## src/rtl/stage_mem_ooo.sv

```systemverilog
// stage_mem_ooo: decoupled memory stage with up to DEPTH instructions in flight and in-order retirement.
module stage_mem_ooo #(
  parameter int XLEN  = 32,
  parameter int DEPTH = 4
) (
  input  logic              clk,
  input  logic              reset,
  input  logic              mem_valid,
  input  logic [XLEN-1:0]   mem_pc,
  input  logic [XLEN-1:0]   mem_data0,
  input  logic [XLEN-1:0]   mem_data1,
  input  logic              mem_read,
  input  logic              mem_write,
  input  logic              mem_extend,
  input  logic [1:0]        mem_width,
  input  logic [4:0]        wb_reg,
  input  logic              wb_stall,
  output logic              req,
  input  logic              req_ready,
  output logic [XLEN-1:0]   addr,
  output logic              write,
  output logic [XLEN-1:0]   data_out,
  output logic [XLEN/8-1:0] byte_en,
  input  logic              resp_valid,
  input  logic [XLEN-1:0]   resp_data,
  output logic              mem_stall,
  output logic              wb_valid,
  output logic [XLEN-1:0]   wb_pc,
  output logic [4:0]        wb_reg_r,
  output logic [XLEN-1:0]   wb_data,
  output logic              wb_misaligned
);
  localparam int NB = XLEN / 8;
  localparam int OW = $clog2(NB);
  localparam int AW = $clog2(DEPTH);

  typedef struct packed {
    logic [XLEN-1:0] pc;
    logic [4:0]      rd;
    logic [XLEN-1:0] d0;
    logic            ld;
    logic            mis;
    logic [1:0]      wid;
    logic            ext;
    logic [OW-1:0]   off;
  } ent_t;

  ent_t            ent_q [DEPTH];
  ent_t            ent_d, head;
  logic [XLEN-1:0] resp_q [DEPTH];
  logic [AW-1:0]   hd_q, hd_d, tl_q, tl_d, rh_q, rh_d, rt_q, rt_d;
  logic [AW:0]     cnt_q, cnt_d, rcnt_q, rcnt_d;
  logic            memop, mis, full, accept, pop, rpop, s;
  logic [2:0]      a3;
  logic [7:0]      m;
  logic [XLEN-1:0] sh, keep, ld_data;

  always_comb begin
    memop = mem_read | mem_write;
    a3 = mem_data0[2:0];
    mis = memop & (mem_width == 2'd1 ? a3[0] :
                   mem_width == 2'd2 ? |a3[1:0] :
                   mem_width == 2'd3 ? (XLEN == 32) | (|a3) : 1'b0);
    full = cnt_q == (AW+1)'(DEPTH);
    accept = mem_valid & ~full & (~memop | mis | req_ready);
    req = mem_valid & memop & ~mis & ~full;
    mem_stall = mem_valid & ~accept;
    m = mem_width == 2'd0 ? 8'h01 : mem_width == 2'd1 ? 8'h03 : mem_width == 2'd2 ? 8'h0F : 8'hFF;
    addr = req ? {mem_data0[XLEN-1:OW], OW'(0)} : '0;
    write = req & mem_write;
    data_out = req ? mem_data1 << {mem_data0[OW-1:0], 3'b000} : '0;
    byte_en = req ? NB'(m) << mem_data0[OW-1:0] : '0;
    ent_d = '{pc: mem_pc, rd: wb_reg, d0: mem_data0, ld: mem_read, mis: mis,
              wid: mem_width, ext: mem_extend, off: mem_data0[OW-1:0]};
    head = ent_q[hd_q];
    wb_valid = (cnt_q != '0) & (~head.ld | head.mis | (rcnt_q != '0));
    pop = wb_valid & ~wb_stall;
    rpop = pop & head.ld & ~head.mis;
    // keep ^ (keep >> 1) isolates the top bit of the loaded field, i.e. its sign bit
    sh = resp_q[rh_q] >> {head.off, 3'b000};
    keep = head.wid == 2'd0 ? XLEN'(8'hFF) : head.wid == 2'd1 ? XLEN'(16'hFFFF) :
           head.wid == 2'd2 ? XLEN'(32'hFFFF_FFFF) : '1;
    s = head.ext & (|(sh & (keep ^ (keep >> 1))));
    ld_data = (sh & keep) | (s ? ~keep : '0);
    wb_pc = wb_valid ? head.pc : '0;
    wb_reg_r = wb_valid ? head.rd : '0;
    wb_data = ~wb_valid ? '0 : (head.ld & ~head.mis) ? ld_data : head.d0;
    wb_misaligned = wb_valid & head.mis;
    hd_d = hd_q + AW'(pop);
    tl_d = tl_q + AW'(accept);
    cnt_d = cnt_q + (AW+1)'(accept) - (AW+1)'(pop);
    rh_d = rh_q + AW'(rpop);
    rt_d = rt_q + AW'(resp_valid);
    rcnt_d = rcnt_q + (AW+1)'(resp_valid) - (AW+1)'(rpop);
  end

  always_ff @(posedge clk or posedge reset) begin
    if (reset) begin
      hd_q <= '0;
      tl_q <= '0;
      cnt_q <= '0;
      rh_q <= '0;
      rt_q <= '0;
      rcnt_q <= '0;
    end else begin
      hd_q <= hd_d;
      tl_q <= tl_d;
      cnt_q <= cnt_d;
      rh_q <= rh_d;
      rt_q <= rt_d;
      rcnt_q <= rcnt_d;
    end
  end

  // Storage needs no reset: every read is qualified by the counters.
  always_ff @(posedge clk) begin
    if (accept) ent_q[tl_q] <= ent_d;
    if (resp_valid) resp_q[rt_q] <= resp_data;
  end
endmodule

```

## config.mk

```make
export PLATFORM = sky130hd
export DESIGN_NAME = stage_mem_ooo
export DESIGN_NICKNAME = d
export VERILOG_FILES = /design/src/rtl/stage_mem_ooo.sv
export SDC_FILE = /design/constraint.sdc
export NUM_CORES = 1
export LEC_CHECK = 0
export CAP_MARGIN = 25
export CORE_MARGIN = 1.5
export CORE_UTILIZATION = 50
export DETAILED_ROUTE_END_ITERATION = 8
export PLACE_DENSITY = 0.75
export SLEW_MARGIN = 0
export SYNTH_ARGS = -nofsm -noshare
export SYNTH_HDL_FRONTEND = slang
export SYNTH_SLANG_ARGS = --single-unit
```

## constraint.sdc

```tcl
create_clock -name clk -period 11.3 [get_ports clk]
set_input_delay 2.26 -clock clk [delete_from_list [all_inputs] [get_ports clk]]
set_output_delay 2.26 -clock clk [all_outputs]
set_load 0.05 [all_outputs]
```

==> impl_metrics.json, run 1 <==
{
  "status": "complete, no violations",
  "r2r-start": "hd_q[0]",
  "yosysUniqueCellTypes": 49,
  "worstPathArrival_ps": 6500,
  "holdBufCountCts": 0,
  "whs_endpoint": "cnt_q[2]",
  "worst-path-buf-inv": 4,
  "worstHoldStart": "cnt_q[2]",
  "numPortBuffers": 283,
  "core_mm2": 0.0358,
  "cts_tree": "built",
  "reg2reg_to": "cnt_q[2]",
  "num_antenna_cells": 0,
  "antenna_found_initial": 1,
  "area_delta_synth_final_pct": 25.0,
  "netlist_instances": 976,
  "clk_latency_ps": 530,
  "synth_area_mm2": 0.0183,
  "ios": 286,
  "wl_um": 40300,
  "fmax_ghz": 0.114,
  "drc": 0,
  "die_h_um": 194,
  "avgSynthCellArea_um2": 18.8,
  "final_cells": 1753,
  "drv_slew": 0,
  "path_depth": 11,
  "seq_area_frac_synth_pct": 71.5,
  "cap_violations": 0,
  "worstSetupEndpointType": "primary output",
  "cp_slowest_cell": "clkdlybuf4s50_1",
  "drt_iter0_drc": 683,
  "place_congestion": 0.783,
  "root_buffer": "clkbuf_16",
  "grt_setup_unrepaired": "false",
  "slew_headroom_pct": 35.2,
  "wire_per_inst_um": 23.0,
  "grt_max_degree": 63,
  "cts_repair_resize_count": 0,
  "ir_drop_mv": 0.202,
  "grt_pass1_vias": 10400,
  "cts.sinks": 438,
  "dp_hpwl_um": 26500,
  "post-cts-setup-buffers": 0,
  "fin_skew_ps": 11.2,
  "dr_total_vias": 10000,
  "worstHoldPathType": "flip-flop to flip-flop",
  "ff2ff_setup_slack_ps": 7060,
  "p_leak_uw": 0.00760,
  "synth-async-reset-ratio_pct": 3.20,
  "path_class": "input pin to primary output",
  "grt_overflow_total": 0,
  "cts_buffer_depth": 3,
  "antenna_left": 0,
  "die_x_um": 194,
  "start_util_pct": 51.1,
  "hold_viol_final": 0,
  "setup_viol": 0,
  "cp.required_ps": 9040,
  "grt_util_all_layers_pct": 21.8,
  "num_rows": 69,
  "ff2ff_path_depth": 12,
  "yosys_warnings": 0,
  "synth_edf_count": 424,
  "final.min_clock_period_ps": 8760,
  "drive_gt1_share_pct": 17.0,
  "setup_tns_ps": 0,
  "grt_pass1_wl_um": 62000,
  "power-per-cell-area_mw_per_mm2": 302,
  "dpl.cell_count": 1675,
  "clkTransAtPathRegs_ps": 60,
  "htreeDepth": 2,
  "crit_path_start_kind": "input pin",
  "ys_seq_elements": 438,
  "viasPerCell": 5.71,
  "worstPathMaxFanout": 34,
  "cts_made_buffers": 44,
  "layout.nets": 1412,
  "tightestPinTransition_ps": 972,
  "dieArea_mm2": 0.0378,
  "slowest_delay_ps": 800,
  "drtPass1Iterations": 5,
  "path_cells": "clkdlybuf4s50_1 -> buf_4 -> or3_1 -> nand2_1 -> o21ai_1 -> or3_1 -> inv_2 -> nand2b_1 -> nor2_2 -> and2_1 -> clkdlybuf4s50_1",
  "fin_crit_sh_pct": 77.5,
  "hold_depth": 1,
  "synth-main-ff-cell": "edfxtp_1",
  "crit_family": "simple AND/OR/NAND/NOR gates"
}
-- synthesized netlist by cell type (2+ instances only) --
master / number / area, µm²
buf_4: 4 / 30.0
nor3_1: 4 / 20.0
o22ai_2: 7 / 87.6
o221a_1: 10 / 113
or3_1: 3 / 18.8
xnor2_1: 5 / 43.8
ha_1: 6 / 75.1
and3_1: 2 / 12.5
nand2b_1: 6 / 37.5
clkbuf_1: 36 / 135
a211oi_1: 17 / 128
nand3_1: 6 / 30.0
buf_1: 7 / 26.3
buf_6: 8 / 90.1
mux2_2: 2 / 22.5
a22oi_1: 7 / 52.6
edfxtp_1: 424 / 12700
nand2_1: 24 / 90.1
mux2i_1: 37 / 370
inv_1: 8 / 30.0
a21o_1: 2 / 15.0
o21ai_0: 10 / 50.1
a21oi_1: 19 / 95.1
dfrtp_1: 14 / 350
o221a_2: 6 / 67.6
nor2b_1: 11 / 68.8
inv_2: 3 / 11.3
and2_1: 84 / 526
fa_1: 2 / 40.0
mux4_2: 106 / 2390
o21ai_1: 3 / 15.0
xor2_1: 6 / 52.6
nor3b_1: 4 / 30.0
buf_2: 8 / 40.0
nand3b_1: 7 / 52.6
nor2_1: 55 / 206
-- per-layer routing --
layer,wire (µm),vias up,global-route usage (%),part of all wire [%]
li1,-,4471,-,-
met1,15800,5094,28.2,39
met2,20600,398,37.6,51
met3,3110,53,5.05,7.7
met4,776,0,5.06,1.9
met5,0,-,0,0
-- cell families after synthesis --
family                     share of synthesized area (%)
AOI/OAI and AO/OA                                   3.85
xor gates and xnor gates                           0.526
adders and majority gates                          0.629
buffers and inverters                               1.98
DFF                                                 71.5
muxes                                               15.3
other                                             0.0205
and+or+nand+nor                                     6.25
-- state kept, by name, summed over array words and instances (netlist names) --
register	cells
cnt_q	3
ent_q	296
hd_q	2
rcnt_q	3
resp_q	128
rh_q	2
rt_q	2
tl_q	2
-- how the worst max path moves through the flow --
stage	startpoint	endpoint	slack [ps]
floorplan	mem_width[0]	ent_q[1][10]	2590
global placement	mem_data0[1]	data_out[6]	2570
detailed placement	mem_data0[1]	data_out[6]	2530
CTS	mem_data0[1]	data_out[6]	2520
global route	mem_data0[1]	data_out[3]	2210
finish	mem_data0[1]	data_out[6]	2540
-- cell usage in the layout, fill, tap and decap left out, types with 7 or more instances in the layout --
| cell type | n |
|---|---|
| a211oi_1 | 17 |
| nand3b_1 | 7 |
| clkinv_1 | 12 |
| nor2_1 | 53 |
| o22ai_2 | 7 |
| buf_4 | 16 |
| nor2b_1 | 10 |
| o221a_1 | 10 |
| a22oi_1 | 7 |
| dfrtp_1 | 10 |
| inv_1 | 8 |
| a21oi_1 | 19 |
| clkdlybuf4s50_1 | 282 |
| and2_1 | 84 |
| mux4_2 | 106 |
| nand2_1 | 24 |
| clkbuf_16 | 45 |
| o21ai_0 | 10 |
| edfxtp_1 | 424 |
| clkinv_2 | 10 |
| mux2i_1 | 37 |
| clkbuf_1 | 8 |
-- stage by stage --
stage / util, % / worst slack (ps) / total power (µW) / instance area, µm² / hold slack (ps)
2_1_floorplan: - / 2590 / 4620 / 18300 / 460
3_3_place_gp: 60.2 / 2570 / 5600 / 21600 / 484
3_5_place_dp: 60.2 / 2530 / 5650 / 21600 / 481
4_1_cts: 63.9 / 2520 / 6980 / 22900 / 494
5_1_grt: 63.9 / 2210 / 7210 / 22900 / 533
6_report: 63.9 / 2540 / 6910 / 22900 / 494
-- power by group --
group	internal (µW)	switching, µW	leakage (µW)	total [µW]
Clock	760	566	0.000650	1330
Combinational	1250	2070	0.00291	3330
Sequential	2110	144	0.00404	2260
-- layout make-up --
cell class	count	area (µm²)
Sequential cell	438	13100
Multi-Input combinational cell	465	4900
Timing Repair Buffer	300	2970
Fill cell	2466	12900
Clock buffer	55	1180
Clock inverter	23	125
Inverter	11	41.3
Tap cell	461	577
No activity file was read; power rests on OpenSTA's default activity.
==> inputs of run 2 (changes only) <==
clock period = 8.8 ns   (was 11.3 ns; I/O delays follow)
==> impl_metrics.json, run 2 (same netlist as run 1, synthesis figures left out) <==
{
  "worstHoldPathType": "flip-flop to flip-flop",
  "grt_pass1_vias": 10400,
  "num_antenna_cells": 0,
  "fin_skew_ps": 18.5,
  "core_mm2": 0.0358,
  "place_congestion": 0.792,
  "cts.sinks": 438,
  "grt_pass1_wl_um": 62400,
  "worstSetupEndpointType": "primary output",
  "grt_max_degree": 60,
  "start_util_pct": 51.1,
  "viasPerCell": 5.70,
  "final.min_clock_period_ps": 7030,
  "grt_overflow_total": 0,
  "post-cts-setup-buffers": 0,
  "drt_iter0_drc": 724,
  "largest_reg_flops": 296,
  "layout.nets": 1413,
  "wire_per_inst_um": 23.3,
  "die_h_um": 194,
  "dp_worst_setup_slack_ps": 1770,
  "slew_headroom_pct": 39.6,
  "fmax_ghz": 0.142,
  "drive_gt1_share_pct": 17.2,
  "grt_util_all_layers_pct": 22.0,
  "cts_repair_resize_count": 0,
  "dp_hpwl_um": 26600,
  "final_common_cell": "edfxtp_1",
  "holdBufCountCts": 0,
  "grt_setup_unrepaired": "false",
  "setup_tns_ps": 0,
  "ff2ff_setup_slack_ps": 4540,
  "num_rows": 69,
  "top_regs": "ent_q (296), resp_q (128)",
  "fin_crit_sh_pct": 79.9,
  "htreeDepth": 2,
  "drv_slew": 0,
  "setup_viol": 0,
  "cp.required_ps": 7040,
  "filler_cell_count": 2479,
  "hold_viol_final": 0,
  "cts_made_buffers": 45,
  "clkTransAtPathRegs_ps": 60,
  "drtPass1Iterations": 5,
  "wl_um": 40900,
  "met3_wirelength_um": 2620,
  "ios": 286,
  "clk_latency_ps": 550,
  "worstPathArrival_ps": 5270,
  "cts_buffer_depth": 3,
  "top_layer": "met5",
  "worstPathMaxFanout": 34,
  "cts_tree": "built",
  "dieArea_mm2": 0.0378,
  "antenna_left": 0,
  "drc": 0,
  "met2WireLength_um": 20400,
  "root_buffer": "clkbuf_16",
  "p_leak_uw": 0.00766,
  "ir_drop_mv": 0.261,
  "dr_total_vias": 10000,
  "die_x_um": 194,
  "finish.utilization_pct": 64.3,
  "antenna_found_initial": 2,
  "regMostFlops": "ent_q",
  "wl_met1_um": 16800,
  "tightestPinTransition_ps": 907,
  "final_cell_mix": "edfxtp_1, clkdlybuf4s50_1, mux4_2, and2_1, nor2_1",
  "area_delta_synth_final_pct": 25.8,
  "power-per-cell-area_mw_per_mm2": 392,
  "status": "complete, no violations",
  "cap_violations": 0,
  "path_class": "input pin to primary output",
  "crit_path_start_kind": "input pin",
  "setup_slack_ps": 1770,
  "numPortBuffers": 283
}
run 2: changes by cell type in the layout (fill, tap and decap cells not counted), sizes merged:
cell and delta:
clkinv -6, clkbuf +4, inv +2, bufinv +3
run 2: final cells by class:
class,instances,area [µm²],share of cell area (%)
clock buffers,59,1240,5.39
repair buffers,300,2970,12.9
inverters,11,41.3,0.179
clock inverters,22,206,0.897
flip-flops and latches,438,13100,56.9
multi-input cells,465,4900,21.3
well taps,461,577,2.51
run 2: metal layers:
| layer | vias to the layer above | track usage, % |
|---|---|---|
| met2 | 368 | 36.2 |
| li1 | 4476 | - |
| met4 | 2 | 7.67 |
| met5 | - | 0 |
| met1 | 5103 | 29.3 |
| met3 | 65 | 4.65 |
run 2: report_power, final:
group,leakage [µW],total (µW),switching (µW),internal [µW]
Clock,0.000712,1850,745,1110
Sequential,0.00404,2920,204,2720
Combinational,0.00291,4250,2640,1610
Total,0.00766,9020,3590,5430
run 2: critical path, cell delays in order:
cell	delay [ps]
clkdlybuf4s50_1	410
buf_4	250
or3_1	340
nand2_1	90
o21ai_1	70
or3_1	600
inv_2	130
nand2b_1	230
nor2_2	370
and2_1	190
clkdlybuf4s50_1	800
run 2: final timing paths:
kind,cells after the start,endpoint,startpoint
max in group asynchronous,2,hd_q[1],reset
max reg2reg,12,cnt_q[2],hd_q[0]
min in group asynchronous,2,tl_q[0],reset
min,1,cnt_q[2],cnt_q[2]
min reg2reg,1,cnt_q[2],cnt_q[2]
max,11,data_out[6],mem_data0[1]
run 2: through the flow:
step | hold slack, ps | instances | power (µW) | area [µm²]
2_1_floorplan | 460 | 977 | 5940 | 18300
3_3_place_gp | 483 | 1674 | 7180 | 21600
3_5_place_dp | 489 | 1675 | 7250 | 21600
4_1_cts | 496 | 1756 | 9120 | 23000
5_1_grt | 528 | 1756 | 9400 | 23000
6_report | 496 | 1756 | 9020 | 23000
==> inputs of run 3 (changes only) <==
CORE_UTILIZATION = 49   (was 50)
PLACE_DENSITY = 0.77   (was 0.75)
clock period = 6.02 ns   (was 8.8 ns; I/O delays follow)
==> impl_metrics.json, run 3 (same netlist as run 1, synthesis figures left out) <==
{
  "layout.nets": 1418,
  "power_switching_uw": 5260,
  "grt_max_degree": 75,
  "grt_pass1_wl_um": 61900,
  "grt_util_all_layers_pct": 21.5,
  "drive_gt1_share_pct": 23.2,
  "die_x_um": 196,
  "slew_headroom_pct": 39.4,
  "worstPathArrival_ps": 4360,
  "power-per-cell-area_mw_per_mm2": 559,
  "ios": 286,
  "cp-startpoint": "hd_q[0]",
  "viasPerCell": 5.67,
  "dp_worst_setup_slack_ps": 802,
  "seq_power_share_pct": 31.7,
  "crit_path_start_kind": "flip-flop",
  "core_mm2": 0.0367,
  "cp.required_ps": 4820,
  "drv_slew": 0,
  "final.min_clock_period_ps": 5560,
  "status": "complete, no violations",
  "numPortBuffers": 283,
  "whs_endpoint": "cnt_q[2]",
  "grt_pass1_vias": 10400,
  "dieArea_mm2": 0.0385,
  "worstPathMaxFanout": 31,
  "cap_violations": 0,
  "ir_drop_mv": 0.393,
  "internal_power_uw": 8050,
  "fin_crit_sh_pct": 92.4,
  "dp_hpwl_um": 27100,
  "place_congestion": 0.809,
  "grt_overflow_total": 0,
  "hold_depth": 1,
  "dr_total_vias": 10000,
  "hold_viol_final": 0,
  "power_switching_share_pct": 39.5,
  "clock_power_share_pct": 20.9,
  "cts_tree": "built",
  "die_h_um": 196,
  "holdBufCountCts": 0,
  "cts_repair_resize_count": 0,
  "cts.sinks": 438,
  "p_leak_uw": 0.00802,
  "placed_area_mm2": 0.0223,
  "final_common_cell": "edfxtp_1",
  "tightestPinTransition_ps": 909,
  "r2r-start": "hd_q[0]",
  "regMostFlops": "ent_q",
  "top_regs": "ent_q (296), resp_q (128)",
  "drtPass1Iterations": 5,
  "pwr-share-comb_pct": 47.4,
  "final_cell_mix": "edfxtp_1, clkdlybuf4s50_1, mux4_2, and2_1, buf_12",
  "clk_latency_ps": 550,
  "largest_reg_flops": 296,
  "htreeDepth": 2,
  "area_delta_synth_final_pct": 30.0,
  "ff2ff_path_depth": 8,
  "num_rows": 70,
  "reg2reg_to": "rcnt_q[2]",
  "setup_viol": 0,
  "worstSetupEndpointType": "primary output",
  "cts_buffer_depth": 3,
  "cts_made_buffers": 44,
  "clkTransAtPathRegs_ps": 60,
  "wire_per_inst_um": 23.0,
  "antenna_left": 0,
  "ff2ff_setup_slack_ps": 2410,
  "drt_iter0_drc": 700,
  "grt_setup_unrepaired": "false",
  "wl_um": 40700,
  "fin_skew_ps": 21.6,
  "post-cts-setup-buffers": 0,
  "path_class": "flip-flop to primary output",
  "design_area_mm2": 0.0238,
  "root_buffer": "clkbuf_16",
  "worstHoldStart": "cnt_q[2]",
  "setup_slack_ps": 457,
  "fmax_ghz": 0.180,
  "start_util_pct": 49.9,
  "drc": 0,
  "whs_ps": 506,
  "antenna_found_initial": 2,
  "worstHoldPathType": "flip-flop to flip-flop"
}
[run 3: cell count changes in the layout (fill, tap and decap cells not counted), sizes merged, moves of 3 or more]
| cell | previous run | this run |
|---|---|---|
| buf | 18 | 92 |
| clkdlybuf4s50 | 282 | 214 |
| clkbuf | 59 | 48 |
| clkinvlp | 0 | 5 |
| bufinv | 4 | 7 |
[run 3: metal layers]
metal	part of all wire, %	global-route usage (%)
met4	2.0	6.10
met2	51	36.6
met5	0.032	0
met1	39	27.9
met3	7.9	5.00
[run 3: per-stage QoR]
step / cells / utilization [%] / setup TNS (ps) / power, µW
2_1_floorplan: 977 / - / -328440 / 8680
3_3_place_gp: 1688 / 60.8 / 0 / 10600
3_5_place_dp: 1688 / 60.8 / 0 / 10600
4_1_cts: 1767 / 64.9 / 0 / 13400
5_1_grt: 1768 / 64.9 / 0 / 13900
6_report: 1768 / 64.9 / 0 / 13300
[run 3: worst max-delay path by stage]
stage	to	slack, ps	depth (start not counted)
detailed placement	data_out[2]	800	11
finish	wb_pc[26]	460	7
CTS	wb_pc[26]	410	7
global route	wb_pc[27]	250	7
floorplan	ent_q[1][10]	-1630	5
global placement	data_out[4]	860	11
[run 3: critical path, cell delays in order (launching register included)]
cell and delay, ps:
dfrtp_4 680, mux4_2 570, nor2b_2 180, a21o_1 410
inv_2 540, buf_4 380, and2_1 190, clkdlybuf4s50_1 820
[run 3: final cells by class]
type / count / area, µm²
repair buffers: 306 / 3700
inverters: 11 / 41.3
clock buffers: 48 / 1140
fillers: 2430 / 12900
diodes: 1 / 2.50
well taps: 468 / 586
flip-flops and latches: 438 / 13100
clock inverters: 31 / 350
multi-input cells: 465 / 4900
[run 3: power by group through the flow]
stage                     Sequential, µW  Combinational [µW]  Clock [µW]
after global routing                4290                6620        2950
after CTS                           4240                6360        2840
after global placement              4260                6300           0
after floorplan                     4180                4500           0
final                               4220                6300        2780
after detailed placement            4300                6340           0
==> edit 1 (flow settings as in run 3) <==
The parameter `XLEN` goes from 32 to 64.
--- a/src/rtl/stage_mem_ooo.sv
+++ b/src/rtl/stage_mem_ooo.sv
@@ -1,6 +1,6 @@
 // stage_mem_ooo: decoupled memory stage with up to DEPTH instructions in flight and in-order retirement.
 module stage_mem_ooo #(
-  parameter int XLEN  = 32,
+  parameter int XLEN  = 64,
   parameter int DEPTH = 4
 ) (
   input  logic              clk,
Interface: changed (9 resized); port bits go from 286 to 546. No check against the original RTL was run, so the function may have changed too.
==> edit 1 against run 3 <==
Combinational power grew to 2.5 times the old value. Clock power grew 76%. Register-to-register slack worse by 310 ps. Setup slack got worse by 280 ps. Hold slack lost 4.6 ps. Global-route usage is 5.8 points higher. Area after synthesis grew 96%. Wire length grew to 2.5 times the old value. Largest cell class unchanged. Critical path depth grew 1. Sequential cell count is 384 higher. Highest routed layer is now met4. Critical path type unchanged. Total power rose by 120%. Cell area up 100%.
==> edit 1: results (changes against run 3) <==
* Status: complete, no violations
* CP Max Fanout at 70 (+130%)
* Critical Path AT at 4640 ps (+280 ps)
* Detail Route met2 WL at 52300 um (+150%)
* Worst Hold Depth at 1 (unchanged)
* Initial DRC Count at 2325 (+230%)
* Routed length on met3 at 8919 um (+180%)
* Skew final at 35.66 ps (+14.05 ps)
* Critical Path Max Stage Delay at 870 ps (+50 ps)
* FILL cells at 4753 (+96%)
* Avg Cell Area, Syn at 17.62 sq um (-6.1%)
* Layout cells sized above 1 at 0.2899 (+0.05815)
* Post-Layout Cell Count at 3608 (+100%)
* Worst Tran Pin Value at 1022 ps (+113.4 ps)
* Port buffer count at 542 (+92%)
* Largest net degree at the start of global routing at 108 (+44%)
* Reg2reg path depth at 10 (+2)
* FFs w/ async S/R, synth at 0.01703 (-0.01493)
* Peak supply drop at 842.8 uV (+110%)
* First-pass GRT wire length at 148500 um (+140%)
* Placed instance count at 3456 (+100%)
* Global-route usage over all layers at 0.2736 (+0.05822)
* Dpl cell area at 44990 sq um (+100%)
* Synth top area cells: edfxtp_1 (68%), mux4_2 (14%), and2_1 (2.6%), mux2i_1 (2.3%), mux2_2 (1.4%)
* Yosys cell types at 62 (+27%)
* Number of global-route vias before repair at 22250 (+110%)
* Met3 global-route usage at 0.06974 (+0.01971)
* EDFF count, synth at 808 (+91%)
* GPL Wtd Cong at 0.8898 (+10%)
* CP max-delay cell: a311oi_1
* CTS H-tree lvls at 3 (+1)
* Avg Vias per Cell at 5.958 (+5.1%)
* TritonCTS buffer count at 80 (+82%)
* Top cells by count, synth: edfxtp_1 (808), mux4_2 (224), and2_1 (151)
* Drt total wl at 102400 um (+150%)
* Worst skew pair latency at 620 ps (+70 ps)
* Pre-CTS setup slack at 942.8 ps (+141.0 ps)
* Cell family with most CP delay: compound AO/OA/AOI/OAI gates
* Met1 Use GR at 0.3519 (+0.07304)
* Seq/Total Area, Yosys at 0.6865 (-0.02823)
* Highest Signal Layer: met4
* Final HPWL DP at 72720 um (+170%)
* Initial antenna violation count at 5 (+3)
* Largest registers: ent_q (552), resp_q (256)
* First-pass iteration count of the detailed router at 6 (+1)
-- edit 1: changes by cell type after synthesis, moves of 20 or more --
cell      change
o211ai_1     +20
clkbuf_1     +57
o21ai_0      +30
nand2_1      +66
edfxtp_1    +384
mux4_2      +118
a21oi_1      +40
mux2_2       +41
nor2_1       +55
mux2i_1      +46
and2_1       +67
-- edit 1: worst paths after layout --
kind,from,end,slack (ps)
max,hd_q[1]$_DFF_PP0_,wb_data[50],170
min,cnt_q[2]$_DFF_PP0_,cnt_q[2]$_DFF_PP0_,500
max reg2reg,hd_q[0]$_DFF_PP0_,rcnt_q[2]$_DFF_PP0_,2100
min reg2reg,cnt_q[2]$_DFF_PP0_,cnt_q[2]$_DFF_PP0_,500
max in group asynchronous,reset,rh_q[0]$_DFF_PP0_,4570
min in group asynchronous,reset,rt_q[1]$_DFF_PP0_,980
-- edit 1: area by class of cell --
class,instances,area (sq um),area share
Antenna cell,3,7.507,0.0001577
Clock buffer,96,2146,0.04506
Clock inverter,52,456.7,0.009591
Inverter,12,45.04,0.0009459
Multi-Input combinational cell,1060,10660,0.2238
Sequential cell,822,24630,0.5172
Tap cell,959,1200,0.02520
Timing Repair Buffer,604,8481,0.1781
-- edit 1: power breakdown --
part	leakage, nW	total, W	switching, W	internal [W]
Clock	1.27	0.00490	0.00211	0.00279
Sequential	7.55	0.00783	0.000396	0.00743
Combinational	7.35	0.0160	0.00949	0.00651
Total	16.2	0.0287	0.0120	0.0167
-- edit 1: logic make-up (layout without fill, tap and decap cells) --
logic type	Yosys count	in the layout	share of synthesized area
other	1	6	0.0001046
DFF	822	822	0.6865
xor gates and xnor gates	11	11	0.002687
buffers and inverters	155	764	0.01870
muxes	352	352	0.1782
AOI/OAI and AO/OA	240	240	0.04687
and+or+nand+nor	446	446	0.06375
adders and majority gates	8	8	0.003210
==> edit 2 (settings of run 3) <==
Made on the original files. Make the reset (`reset`) synchronous in one clocked block.
--- a/src/rtl/stage_mem_ooo.sv
+++ b/src/rtl/stage_mem_ooo.sv
@@ -94,7 +94,7 @@
     rcnt_d = rcnt_q + (AW+1)'(resp_valid) - (AW+1)'(rpop);
   end
 
-  always_ff @(posedge clk or posedge reset) begin
+  always_ff @(posedge clk) begin
     if (reset) begin
       hd_q <= '0;
       tl_q <= '0;
Check against the original RTL: differs if reset is asserted again (counterexample within 4 cycles, from zero or initial values and one cycle with reset high); with reset held inactive, the same outputs for 4 cycles.
==> edit 2 against run 3 <==
Core utilization fell by 0.51 points. Sequential share of layout area grew 0.27 points. Cell area is 1.0% lower. Register-to-register slack got worse by 80 ps. Area after synthesis down 0.25%. Hold slack improved by 57 ps. Wire length increased by 0.68%. Global-route usage increased by 0.11 points. Count of clock-buffer cells in the layout grew 7. Die area is 0.25% lower. Synthesized cell count is 0.72% higher. Total power is 24% lower. Sequential cell count did not move. Setup slack improved by 150 ps.
==> edit 2: results (changes against run 3) <==
* End of the critical path: wb_data[24]
* FILL cells at 2538 (+4.4%)
* Placed instance count at 1691 (+0.18%)
* Yosys cell types at 50 (+2.0%)
* Area grow syn2layout at 29.02%
* GPL Wtd Cong at 0.8502 (+5.1%)
* Dpl cell area at 22200 sq um (-0.50%)
* Synthesized netlist cell count at 983 (+0.72%)
* Peak supply drop at 237.1 uV (-40%)
* Number of global-route vias before repair at 10633 (+2.6%)
* Top FF cell, synth: edfxtp_1
* Worst Tran Pin Value at 929.1 ps (+20.18 ps)
* Comb. pwr at 0.00389 W (-38%)
* Global-route usage over all layers at 0.2165 (+0.001125)
* Hold slack at 562.7 ps (+56.99 ps)
* RR Endpoint: cnt_q[2]$_SDFF_PP0_
* Lkg Pwr at 7.777 nW (-3.0%)
* Pre-CTS setup slack at 1002 ps (+199.8 ps)
* Initial DRC Count at 918 (+31%)
* Critical Path AT at 4210 ps (-150 ps)
* Total Nets Final at 1420 (+0.14%)
* Clock Power at 0.00254 W (-8.6%)
* Layout cells sized above 1 at 0.2202 (-0.01155)
* P_sw at 0.003542 W (-33%)
* Post-Layout Cell Count at 1768 (unchanged)
* Final HPWL DP at 26990 um (-0.30%)
* Met2 Use GR at 0.3646 (-0.001597)
* Seq/Total Area, Yosys at 0.7127 (-0.002025)
* Skew final at 13.91 ps (-7.699 ps)
* CP startpoint: hd_q[1]$_SDFF_PP0_
* Initial antenna violation count at 2 (unchanged)
* Cell family with most CP delay: simple AND/OR/NAND/NOR gates
* Drt total wl at 40970 um (+0.68%)
* Reg2Reg Setup Slack at 2330 ps (-80 ps)
* Critical Path Max Stage Delay at 820 ps (about the same)
* Hold path startpoint: cnt_q[2]$_SDFF_PP0_
* Hold Path End: cnt_q[2]$_SDFF_PP0_
* First-pass GRT wire length at 62100 um (+0.36%)
* Synth top area cells: edfxtp_1 (70%), mux4_2 (13%), and2_1 (2.9%), mux2i_1 (1.8%), dfxtp_1 (1.5%)
* Period utilization at 0.8991 (-0.02496)
* Top cells by count, synth: edfxtp_1 (424), mux4_2 (106), and2_1 (84)
* CP max-delay cell: clkdlybuf4s50_1
* Status: complete, no violations
* Avg Vias per Cell at 5.702 (+0.61%)
* PD cells at 429.8 nW/um^2 (-23%)
* Reg2reg path depth at 13 (+5)
* CTS H-tree lvls at 2 (unchanged)
* CP Max Fanout at 36 (+16%)
* Met3 global-route usage at 0.05364 (+0.003610)
* TritonCTS buffer count at 42 (-4.5%)
* Post-cts resize count at 0 (unchanged)
* Met1 Use GR at 0.2713 (-0.007528)
* Worst Hold Depth at 2 (+1)
* FFs w/ async S/R, synth at 0 (-0.03196)
-- edit 2: area by class of cell --
class	instances	share of cell area
clock inverters	20	0.006958
multi-input cells	474	0.2102
well taps	468	0.02486
flip-flops and latches	438	0.5527
diodes	1	0.0001062
inverters	8	0.001275
repair buffers	304	0.1545
clock buffers	55	0.04939
-- edit 2: cells by family after synthesis --
logic type	after synthesis	synth area share
muxes	146	0.1536
DFF	438	0.7127
adders and majority gates	8	0.006304
xor gates and xnor gates	10	0.004797
buffers and inverters	72	0.01809
AOI/OAI and AO/OA	92	0.03872
other	1	0.0002054
and+or+nand+nor	216	0.06565
-- edit 2: worst min-delay path: stages, from the launching register on --
cell and delay [ps]:
dfxtp_1 360, xnor2_1 90, nor2_1 80
-- edit 2: per-layer routing --
layer  part of all wire  vias to the layer above  routed length (um)
met5                  0                        -                   0
met4              0.035                        0                1440
met3              0.080                       78                3287
met2               0.50                      421               20650
met1               0.38                     5084               15590
li1                   -                     4498                   -
